===== src/rtl/dct_quant_zigzag.sv =====
// dct_quant_zigzag
//
// Reads one 8x8 block of signed DCT coefficients from the coefficient EBR in
// JPEG zigzag order. Each coefficient is multiplied by a 16-bit reciprocal
// quantizer, rounded half away from zero, saturated to OUT_WIDTH bits and
// presented to the entropy coder one word at a time.
//
// Ports
//   clock, reset    : single clock, asynchronous active-high reset
//   start           : one-cycle pulse, a block is resident (ignored unless idle)
//   busy            : high from accepted start until the done cycle ends
//   done            : one-cycle pulse after the 64th accepted word
//   fetch_addr/clk  : coefficient EBR read port (registered read, 1 cycle)
//   fetch_data      : EBR dout, signed
//   recip_addr      : reciprocal table address, mirrors fetch_addr
//   recip_data      : reciprocal table dout, unsigned round(2^16/Q)
//   out_data        : quantized coefficient, signed
//   out_index       : zigzag position k of out_data
//   out_valid/ready : output handshake
//   state_dbg       : current FSM state, for observation only
//
// Handshake: out_valid, once raised, stays high with out_data and out_index
// frozen until a rising clock edge sees out_valid && out_ready; that edge is
// the transfer. out_valid only drops without a transfer on reset.

module dct_quant_zigzag #(
    parameter int COEF_WIDTH  = 16,
    parameter int RECIP_WIDTH = 16,
    parameter int OUT_WIDTH   = 12
) (
    input  logic                   clock,
    input  logic                   reset,
    input  logic                   start,
    output logic                   busy,
    output logic [5:0]             fetch_addr,
    output logic                   fetch_clk,
    input  logic [COEF_WIDTH-1:0]  fetch_data,
    output logic [5:0]             recip_addr,
    input  logic [RECIP_WIDTH-1:0] recip_data,
    output logic [OUT_WIDTH-1:0]   out_data,
    output logic [5:0]             out_index,
    output logic                   out_valid,
    input  logic                   out_ready,
    output logic                   done,
    output logic [2:0]             state_dbg
);

    localparam logic [2:0] S_IDLE = 3'd0;
    localparam logic [2:0] S_ADDR = 3'd1;
    localparam logic [2:0] S_READ = 3'd2;
    localparam logic [2:0] S_MULT = 3'd3;
    localparam logic [2:0] S_OUT  = 3'd4;
    localparam logic [2:0] S_DONE = 3'd5;

    // Product width: signed coefficient times zero-extended reciprocal.
    localparam int PW        = COEF_WIDTH + RECIP_WIDTH + 1;
    localparam int FRAC_BITS = 16;

    localparam logic [PW-1:0] PW_ONE     = PW'(1);
    localparam logic [PW-1:0] ROUND_HALF = PW_ONE << (FRAC_BITS - 1);
    localparam logic [PW-1:0] POS_LIMIT  = (PW_ONE << (OUT_WIDTH - 1)) - PW_ONE;
    localparam logic [PW-1:0] NEG_LIMIT  = PW_ONE << (OUT_WIDTH - 1);

    logic [2:0]           state_q, state_d;
    logic [5:0]           k_q, k_d;
    logic [5:0]           fetch_addr_q, fetch_addr_d;
    logic                 busy_q, busy_d;
    logic [PW-1:0]        prod_q, prod_d;
    logic [OUT_WIDTH-1:0] out_data_q, out_data_d;
    logic [5:0]           out_index_q, out_index_d;
    logic                 out_valid_q, out_valid_d;

    logic [PW-1:0]        coef_ext;
    logic [PW-1:0]        recip_ext;
    logic                 prod_neg;
    logic [PW-1:0]        prod_mag;
    logic [PW-1:0]        prod_rnd;
    logic [PW-1:0]        q_mag;
    logic [OUT_WIDTH-1:0] q_sat;

    // JPEG zigzag: position k -> row-major index r*8+c.
    function automatic logic [5:0] zz(input logic [5:0] k);
        logic [5:0] a;
        case (k)
            6'd0:  a = 6'd0;   6'd1:  a = 6'd1;   6'd2:  a = 6'd8;   6'd3:  a = 6'd16;
            6'd4:  a = 6'd9;   6'd5:  a = 6'd2;   6'd6:  a = 6'd3;   6'd7:  a = 6'd10;
            6'd8:  a = 6'd17;  6'd9:  a = 6'd24;  6'd10: a = 6'd32;  6'd11: a = 6'd25;
            6'd12: a = 6'd18;  6'd13: a = 6'd11;  6'd14: a = 6'd4;   6'd15: a = 6'd5;
            6'd16: a = 6'd12;  6'd17: a = 6'd19;  6'd18: a = 6'd26;  6'd19: a = 6'd33;
            6'd20: a = 6'd40;  6'd21: a = 6'd48;  6'd22: a = 6'd41;  6'd23: a = 6'd34;
            6'd24: a = 6'd27;  6'd25: a = 6'd20;  6'd26: a = 6'd13;  6'd27: a = 6'd6;
            6'd28: a = 6'd7;   6'd29: a = 6'd14;  6'd30: a = 6'd21;  6'd31: a = 6'd28;
            6'd32: a = 6'd35;  6'd33: a = 6'd42;  6'd34: a = 6'd49;  6'd35: a = 6'd56;
            6'd36: a = 6'd57;  6'd37: a = 6'd50;  6'd38: a = 6'd43;  6'd39: a = 6'd36;
            6'd40: a = 6'd29;  6'd41: a = 6'd22;  6'd42: a = 6'd15;  6'd43: a = 6'd23;
            6'd44: a = 6'd30;  6'd45: a = 6'd37;  6'd46: a = 6'd44;  6'd47: a = 6'd51;
            6'd48: a = 6'd58;  6'd49: a = 6'd59;  6'd50: a = 6'd52;  6'd51: a = 6'd45;
            6'd52: a = 6'd38;  6'd53: a = 6'd31;  6'd54: a = 6'd39;  6'd55: a = 6'd46;
            6'd56: a = 6'd53;  6'd57: a = 6'd60;  6'd58: a = 6'd61;  6'd59: a = 6'd54;
            6'd60: a = 6'd47;  6'd61: a = 6'd55;  6'd62: a = 6'd62;  6'd63: a = 6'd63;
            default: a = 6'd0;
        endcase
        return a;
    endfunction

    // Operands widened to the product width so the low PW bits of an
    // unsigned multiply are the exact two's-complement product.
    assign coef_ext  = {{(PW-COEF_WIDTH){fetch_data[COEF_WIDTH-1]}}, fetch_data};
    assign recip_ext = {{(PW-RECIP_WIDTH){1'b0}}, recip_data};

    // Round half away from zero on the magnitude, then restore sign and clamp.
    always_comb begin
        prod_neg = prod_q[PW-1];
        prod_mag = prod_neg ? (~prod_q + PW_ONE) : prod_q;
        prod_rnd = prod_mag + ROUND_HALF;
        q_mag    = prod_rnd >> FRAC_BITS;
        q_sat    = '0;
        if (prod_neg) begin
            if (q_mag > NEG_LIMIT) begin
                q_sat = OUT_WIDTH'(NEG_LIMIT);
            end else begin
                q_sat = OUT_WIDTH'(~q_mag + PW_ONE);
            end
        end else begin
            if (q_mag > POS_LIMIT) begin
                q_sat = OUT_WIDTH'(POS_LIMIT);
            end else begin
                q_sat = OUT_WIDTH'(q_mag);
            end
        end
    end

    always_comb begin
        state_d      = state_q;
        k_d          = k_q;
        fetch_addr_d = fetch_addr_q;
        busy_d       = busy_q;
        prod_d       = prod_q;
        out_data_d   = out_data_q;
        out_index_d  = out_index_q;
        out_valid_d  = out_valid_q;

        case (state_q)
            S_IDLE: begin
                if (start) begin
                    k_d          = 6'd0;
                    fetch_addr_d = zz(6'd0);
                    busy_d       = 1'b1;
                    state_d      = S_ADDR;
                end
            end
            // The EBR registers fetch_addr on the edge leaving this state.
            S_ADDR: state_d = S_READ;
            S_READ: begin
                prod_d  = coef_ext * recip_ext;
                state_d = S_MULT;
            end
            S_MULT: begin
                out_data_d  = q_sat;
                out_index_d = k_q;
                out_valid_d = 1'b1;
                state_d     = S_OUT;
            end
            S_OUT: begin
                if (out_valid_q && out_ready) begin
                    out_valid_d = 1'b0;
                    if (k_q == 6'd63) begin
                        state_d = S_DONE;
                    end else begin
                        k_d          = k_q + 6'd1;
                        fetch_addr_d = zz(k_q + 6'd1);
                        state_d      = S_ADDR;
                    end
                end
            end
            // start is not looked at here, so a start coincident with done is dropped.
            S_DONE: begin
                busy_d  = 1'b0;
                state_d = S_IDLE;
            end
            default: begin
                busy_d      = 1'b0;
                out_valid_d = 1'b0;
                state_d     = S_IDLE;
            end
        endcase
    end

    always_ff @(posedge clock or posedge reset) begin
        if (reset) begin
            state_q      <= S_IDLE;
            k_q          <= 6'd0;
            fetch_addr_q <= 6'd0;
            busy_q       <= 1'b0;
            prod_q       <= '0;
            out_data_q   <= '0;
            out_index_q  <= 6'd0;
            out_valid_q  <= 1'b0;
        end else begin
            state_q      <= state_d;
            k_q          <= k_d;
            fetch_addr_q <= fetch_addr_d;
            busy_q       <= busy_d;
            prod_q       <= prod_d;
            out_data_q   <= out_data_d;
            out_index_q  <= out_index_d;
            out_valid_q  <= out_valid_d;
        end
    end

    assign fetch_clk  = clock;
    assign fetch_addr = fetch_addr_q;
    assign recip_addr = fetch_addr_q;
    assign busy       = busy_q;
    assign done       = (state_q == S_DONE);
    assign out_data   = out_data_q;
    assign out_index  = out_index_q;
    assign out_valid  = out_valid_q;
    assign state_dbg  = state_q;

endmodule


===== config.mk =====
export PLATFORM = sky130hd
export DESIGN_NAME = dct_quant_zigzag
export DESIGN_NICKNAME = d
export VERILOG_FILES = /design/src/rtl/dct_quant_zigzag.sv
export SDC_FILE = /design/constraint.sdc
export NUM_CORES = 1
export LEC_CHECK = 0
export ABC_AREA = 1
export BUFFER_PORTS_ARGS = -buffer_cell sky130_fd_sc_hd__buf_2
export CORE_ASPECT_RATIO = 1.75
export CORE_MARGIN = 3
export CORE_UTILIZATION = 59
export CTS_CLUSTER_SIZE = 28
export DETAILED_ROUTE_END_ITERATION = 16
export PLACE_DENSITY_LB_ADDON = 0.12
export RECOVER_POWER = 50
export SYNTH_ARGS = -nofsm -noshare
export SYNTH_HDL_FRONTEND = slang
export SYNTH_SLANG_ARGS = --single-unit

===== constraint.sdc =====
create_clock -name clock -period 7.7 [get_ports clock]
set_input_delay 0.77 -clock clock [delete_from_list [all_inputs] [get_ports clock]]
set_output_delay 0.77 -clock clock [all_outputs]
set_load 0.005 [all_outputs]

==> flow_metrics.py, run 1 <==
metrics = {
    "outcome": {
        "status": "finished, violations left",
        "violations": "capacitance limit, slew limit",
    },
    "synth": {
        "synth_top_area_cell": "fa_1",
        "synth_cell_type_count": 45,
        "synth_area_leaders": "fa_1 27%, nand2_1 15%, inv_1 12%",
        "synth_common_cells": "561 x nand2_1, 464 x inv_1, 194 x fa_1",
        "yosysWarningCount": 0,
        "avgSynthCellArea_sq_um": 7.12,
        "synth_nets": 2407,
        "seq_area_frac_synth_pct": 11.7,
        "synth.most_common_cell": "nand2_1",
        "synth-edff-count": 0,
        "synth_area_sq_mm": 0.0145,
        "synth-seq-cells": 68,
        "synth-async-reset-ratio_pct": 100,
        "synth_top_cell_area_share_pct": 26.8,
        "postSynthCellCount": 2038,
        "ys.flop_type": "dfrtp_1",
    },
    "setup_path": {
        "r2r_slack_ps": 4230,
        "cp_max_fo": 13,
        "start_kind": "input port",
        "cp-end-kind": "flop",
        "criticalPathCategory": "in2reg",
        "reg2reg_from": "prod_q[6]",
        "cp.arrival_ps": 6510,
        "timing.rr.end": "out_data[7]",
        "reg2reg_depth": 19,
        "worstPathRequired_ps": 8010,
    },
    "placed_design": {
        "dp_worst_setup_slack_ps": 1010,
        "dp_hpwl_um": 29700,
        "numPortBuffers": 72,
        "gp_congestion": 0.920,
    },
    "sta": {
        "setup_violations": 0,
        "fin_skew_ps": 6.10,
        "fin_setup_tns_ps": 0,
        "slew_headroom_pct": -144,
        "period_minus_slack_ps": 6200,
        "hold_viol": 0,
        "fin_ws_ps": 1500,
        "worstMarginPinSlew_ps": 3660,
        "fmax_mhz": 161,
        "drv_slew": 117,
        "fin_crit_sh_pct": 80.5,
        "rsz0062_at_grt": "false",
    },
    "clock_network": {
        "clk_pin_slew_ps": 60,
        "post_cts_buffers": 0,
        "ctsHoldBuffers": 0,
        "ctsResizeCount": 0,
        "worstSkewPairLatency_ps": 460,
        "cts_tree": "yes",
    },
    "layout": {
        "fin_util_pct": 63.3,
        "n_antenna_cell": 0,
        "nFillCells": 2289,
        "drive_above_1_share_pct": 9.28,
        "nNetsFinal": 2411,
        "area.growth.synth_to_final_pct": 5.27,
    },
    "global_routing": {
        "grt_use_total_pct": 27.8,
        "grt_pass1_vias": 13200,
        "grt-ovfl-total": 0,
        "grt_max_degree": 69,
        "grt_pass1_wl_um": 60500,
        "grt_antenna_before_repair": 0,
    },
    "die": {
        "row_count": 75,
        "die_w_um": 125,
        "io_pins": 73,
        "die_h_um": 213,
        "initial_core_util_pct": 60.2,
        "die_area_sq_mm": 0.0266,
        "core_sq_mm": 0.0241,
    },
    "routing": {
        "vias": 12500,
        "wirelength_um": 35800,
        "ant_nets": 0,
        "drc": 0,
        "viasPerCell": 5.33,
        "first_pass_iters": 5,
        "drt-initial-drc-count": 506,
        "wl_per_cell_um": 15.2,
    },
    "min_path": {
        "hold_path.class": "reg2reg",
        "hold_end": "out_data[4]",
        "hold_path_depth": 2,
        "hold_path.startpoint": "out_data[4]",
    },
    "run": {
        "timing.max_cap.violations": 2,
    },
    "power": {
        "powerDensity_mw_per_mm2": 468,
        "ir_drop_v": 0.000255,
        "leakage_nw": 8.92,
        "total_power_mw": 7.15,
    },
}
placed cells by master, fill, tap and decap left out, types with 2 or more instances in the layout:
cell type and count:
nand2_1 561, inv_1 464, fa_1 194, ha_1 139, nor2_1 112, nand3_1 86, o21ai_0 73, dfrtp_1 68
buf_2 63, a21oi_1 49, nand2_2 29, or2_2 22, nand4_1 21, nand3_2 16, xor2_1 12, clkbuf_16 12
a31oi_1 11, nor2_2 11, clkbuf_1 11, inv_2 9, nor3_1 8, o211ai_1 8, nor2_4 7, clkinv_1 6
nand2_4 6, xnor2_1 5, o221ai_1 4, buf_4 4, a32o_1 3, a211oi_1 3, o22ai_1 3, inv_6 3
o21ai_1 2, nand3b_1 2, nor2_8 2, o21a_1 2, a21o_1 2, o311ai_0 2, clkinvlp_4 2
how the worst max path moves through the flow:
stage,start,end,slack [ps],cells past startpoint
final,fetch_data[15],prod_q[29],1500,22
after global routing,fetch_data[15],prod_q[29],1030,22
after CTS,fetch_data[15],prod_q[29],1500,22
after detailed placement,fetch_data[15],prod_q[29],1010,22
after global placement,fetch_data[15],prod_q[29],1120,22
after floorplan,fetch_data[9],prod_q[21],1440,26
critical path, stage by stage:
cell and delay, ps:
buf_2 100, inv_1 220, buf_4 250, nor2_1 80, fa_1 530, fa_1 530
fa_1 530, fa_1 520, fa_1 540, inv_1 50, fa_1 530, inv_1 40
ha_1 360, nand2_1 100, nor4_1 410, nand4_1 130, nand3_1 270, nand3_1 110
nand2_1 120, a21oi_1 80, xor2_1 140, o21ai_0 90
metrics by stage:
stage	hold WS (ps)	instance area, sq um	instances
6_report	475	15300	2355
5_1_grt	508	15300	2355
4_1_cts	477	15300	2355
3_5_place_dp	461	14900	2336
3_3_place_gp	458	14900	2336
2_1_floorplan	472	14500	2038
flip-flops by register name, indices dropped and copies added, names as in the netlist:
name / flops
fetch_addr: 6
out_index: 6
busy: 1
out_data: 12
prod_q: 33
k_q: 6
state_dbg: 3
out_valid: 1
routing by layer:
metal	share of wire, %	vias to the layer above	global-route usage [%]
met4	4.2	0	13.6
met2	56	361	55.3
met5	0	-	0
li1	-	6098	-
met1	36	5983	28.7
met3	4.2	103	3.19
cell families (layout without fill, tap and decap cells):
kind of cell               count (synthesis)  count (layout)  share of synthesized area [%]
buffers and inverters                    567             576                           15.1
xor gates and xnor gates                  17              17                           1.03
DFF                                       68              68                           11.7
adders and majority gates                333             333                           38.7
and+or+nand+nor                          888             888                           27.0
AOI/OAI and AO/OA                        165             165                           6.39
power breakdown:
| part | switching [mW] | total [mW] | leakage, nW | internal [mW] |
|---|---|---|---|---|
| Combinational | 3.79 | 5.99 | 7.88 | 2.20 |
| Clock | 0.192 | 0.518 | 0.186 | 0.326 |
| Sequential | 0.124 | 0.639 | 0.853 | 0.515 |
area by class of cell:
cell class,instances,area (sq um),area share [%]
Multi-Input combinational cell,1403,10600,69.5
Inverter,479,1800,11.8
Sequential cell,68,1700,11.1
Tap cell,308,385,2.52
Timing Repair Buffer,77,382,2.50
Clock buffer,13,305,2.00
Clock inverter,7,82.6,0.541
(Power assumes the default switching activity.)
==> run 2: changes to the inputs <==
Clock period 7.7 ns to 5.3 ns, I/O delays scaled along.
==> run 2 against run 1 <==
  * The run ends with capacitance limit, slew limit, setup timing left
  * Utilization up 9.2 points
  * Die area unchanged
  * Count of clock-buffer cells in the layout unchanged
  * First-iteration DRC count up 9.3%
  * Cell area up 15%
  * Register-to-register slack worse by 2400 ps
  * Critical path depth up 2
  * Clock skew about the same
  * Via count up 4.5%
  * Hold slack worse by 150 ps
  * Sequential share of layout area down 1.4 points
  * Flip-flop and latch count unchanged
  * Critical endpoint is now prod_q[32]
  * Largest cell class unchanged
==> flow_metrics.py, run 2 (synthesized netlist as in run 1, its figures left out) <==
metrics = {
    "layout": {
        "final_cell_mix": "539 x nand2_1, 441 x inv_1, 183 x fa_1",
        "n_antenna_cell": 0,
        "fin_util_pct": 72.6,
        "drive_above_1_share_pct": 21.8,
        "regMostFlops": "prod_q",
        "instances_no_fill": 2504,
        "nNetsFinal": 2560,
        "postLayoutCellArea_sq_mm": 0.0175,
        "nFillCells": 1887,
        "multi_input_area_sq_mm": 0.0113,
        "layout_commonest_cell": "nand2_1",
        "seqCellArea_sq_mm": 0.00170,
        "area.growth.synth_to_final_pct": 20.6,
        "largest_reg_flops": 33,
    },
    "placed_design": {
        "dp_cells": 2463,
        "placed_cell_area_sq_mm": 0.0162,
        "dp_hpwl_um": 30900,
        "numPortBuffers": 72,
        "gp_congestion": 0.917,
    },
    "setup_path": {
        "crit_chain": "buf_8 -> clkinvlp_4 -> buf_6 -> or2_2 -> fa_1 -> inv_1 -> fa_1 -> inv_1 -> fa_1 -> inv_1 -> fa_1 -> fa_1 -> ha_1 -> ha_4 -> nand2_2 -> nor3_2 -> nand3_1 -> nand3_2 -> nand2_2 -> nand3_2 -> nand3_2 -> and3_4 -> o21ai_1 -> o21ai_1",
        "worst_path_most_repeated_cell": "fa_1",
        "criticalPathCategory": "in2reg",
        "start_kind": "input port",
        "crit_path_top_delay_cell": "fa_1",
        "reg2reg_depth": 19,
        "cp.arrival_ps": 5720,
        "cp_max_fo": 8,
        "r2r_slack_ps": 1850,
        "worstPathRequired_ps": 5620,
        "reg2reg_from": "prod_q[1]",
        "cp_slowest_stage_delay_ps": 540,
        "timing.rr.end": "out_data[1]",
        "cp-end-kind": "flop",
    },
    "die": {
        "row_count": 75,
        "die_h_um": 213,
        "initial_core_util_pct": 60.2,
        "io_pins": 73,
        "die_area_sq_mm": 0.0266,
        "die_w_um": 125,
        "core_sq_mm": 0.0241,
    },
    "global_routing": {
        "grt_pass1_wl_um": 61500,
        "grt_pass1_vias": 13500,
        "grt_use_total_pct": 28.0,
        "grt_use_met3_pct": 1.82,
        "grt_max_degree": 69,
        "grt-ovfl-total": 0,
        "use_met1_pct": 28.6,
        "use_met2_pct": 57.5,
        "grt_antenna_before_repair": 0,
        "global_route.peak_usage_layer": "met2",
    },
    "run": {
        "timing.max_cap.violations": 1,
    },
    "sta": {
        "hold_viol": 0,
        "setup_violations": 1,
        "fin_ws_ps": -97.5,
        "worstMarginPinSlew_ps": 3610,
        "fin_skew_ps": 5.83,
        "rsz0062_at_grt": "true",
        "fin_setup_tns_ps": -97.5,
        "fin_crit_sh_pct": 102,
        "fmax_mhz": 185,
        "drv_slew": 69,
        "slew_headroom_pct": -141,
        "period_minus_slack_ps": 5400,
    },
    "min_path": {
        "hold_path.startpoint": "start",
        "hold_end": "busy",
        "hold_path.class": "in2reg",
        "hold_path_depth": 3,
    },
    "clock_network": {
        "cts_tree": "yes",
        "worstSkewPairLatency_ps": 450,
        "ctsHoldBuffers": 0,
        "clk_pin_slew_ps": 60,
    },
    "outcome": {
        "violations": "capacitance limit, slew limit, setup timing",
        "status": "finished, violations left",
    },
    "routing": {
        "drt-initial-drc-count": 553,
        "wl_per_cell_um": 15.1,
        "first_pass_iters": 7,
        "viasPerCell": 5.24,
        "wirelength_um": 37800,
        "drc": 0,
        "vias": 13100,
        "ant_nets": 0,
    },
}
-- run 2: cell count changes in the layout (fill, tap and decap cells not counted), moves of 12 or more --
cell     before  now
a21oi_1      49   26
a21oi_2       0   15
buf_2        63   50
buf_4         4  132
buf_6         0   23
ha_1        139  119
ha_4          0   18
inv_1       464  441
inv_2         9   31
nand2_1     561  539
nand2_2      29   42
o21ai_0      73   53
o21ai_1       2   14
-- run 2: final cells by class --
type / instances / share of cell area, %
tap: 308 / 2.20
sequential: 68 / 9.72
clock buffer: 13 / 1.74
timing repair buffer: 226 / 10.7
multi-input combinational: 1403 / 64.8
inverter: 479 / 10.3
clock inverter: 7 / 0.522
-- run 2: through the flow --
stage | hold slack [ps] | setup WS, ps
2_1_floorplan | 472 | -251
3_3_place_gp | 458 | -646
3_5_place_dp | 460 | -738
4_1_cts | 321 | -70.5
5_1_grt | 358 | -318
6_report | 324 | -97.5
-- run 2: worst max path at each step --
stage | to | slack [ps] | from | cells past startpoint
6_report | prod_q[32] | -100 | fetch_data[15] | 24
2_1_floorplan | prod_q[32] | -250 | fetch_data[4] | 26
4_1_cts | prod_q[32] | -70 | fetch_data[15] | 25
3_5_place_dp | prod_q[32] | -740 | fetch_data[15] | 25
3_3_place_gp | prod_q[32] | -650 | fetch_data[15] | 25
5_1_grt | prod_q[32] | -320 | fetch_data[15] | 24
-- run 2: routing by layer --
layer,vias to the layer above,share of wire (%)
met5,-,0
met4,0,5.2
met3,133,3.1
met2,348,57
met1,6235,35
li1,6396,-
-- run 2: repair_timing --
action | in CTS | in global routing
pin swaps | 23 | 52
cloned | 0 | 2
buffers inserted | 3 | 17
resized for setup | 36 | 154
endpoints found under the setup margin | 13 | 17
-- run 2: critical path: cells and delay by family --
family | cells | cell delay, ps
AO/OA/AOI/OAI | 2 | 190
adder cells (fa/ha/maj) | 7 | 3120
AND/OR/NAND/NOR | 9 | 1260
buffers and inverters | 6 | 640
Power of run 2 is not shown: default switching activity piles up to over one toggle a cycle in this logic, so the estimate is an artifact.
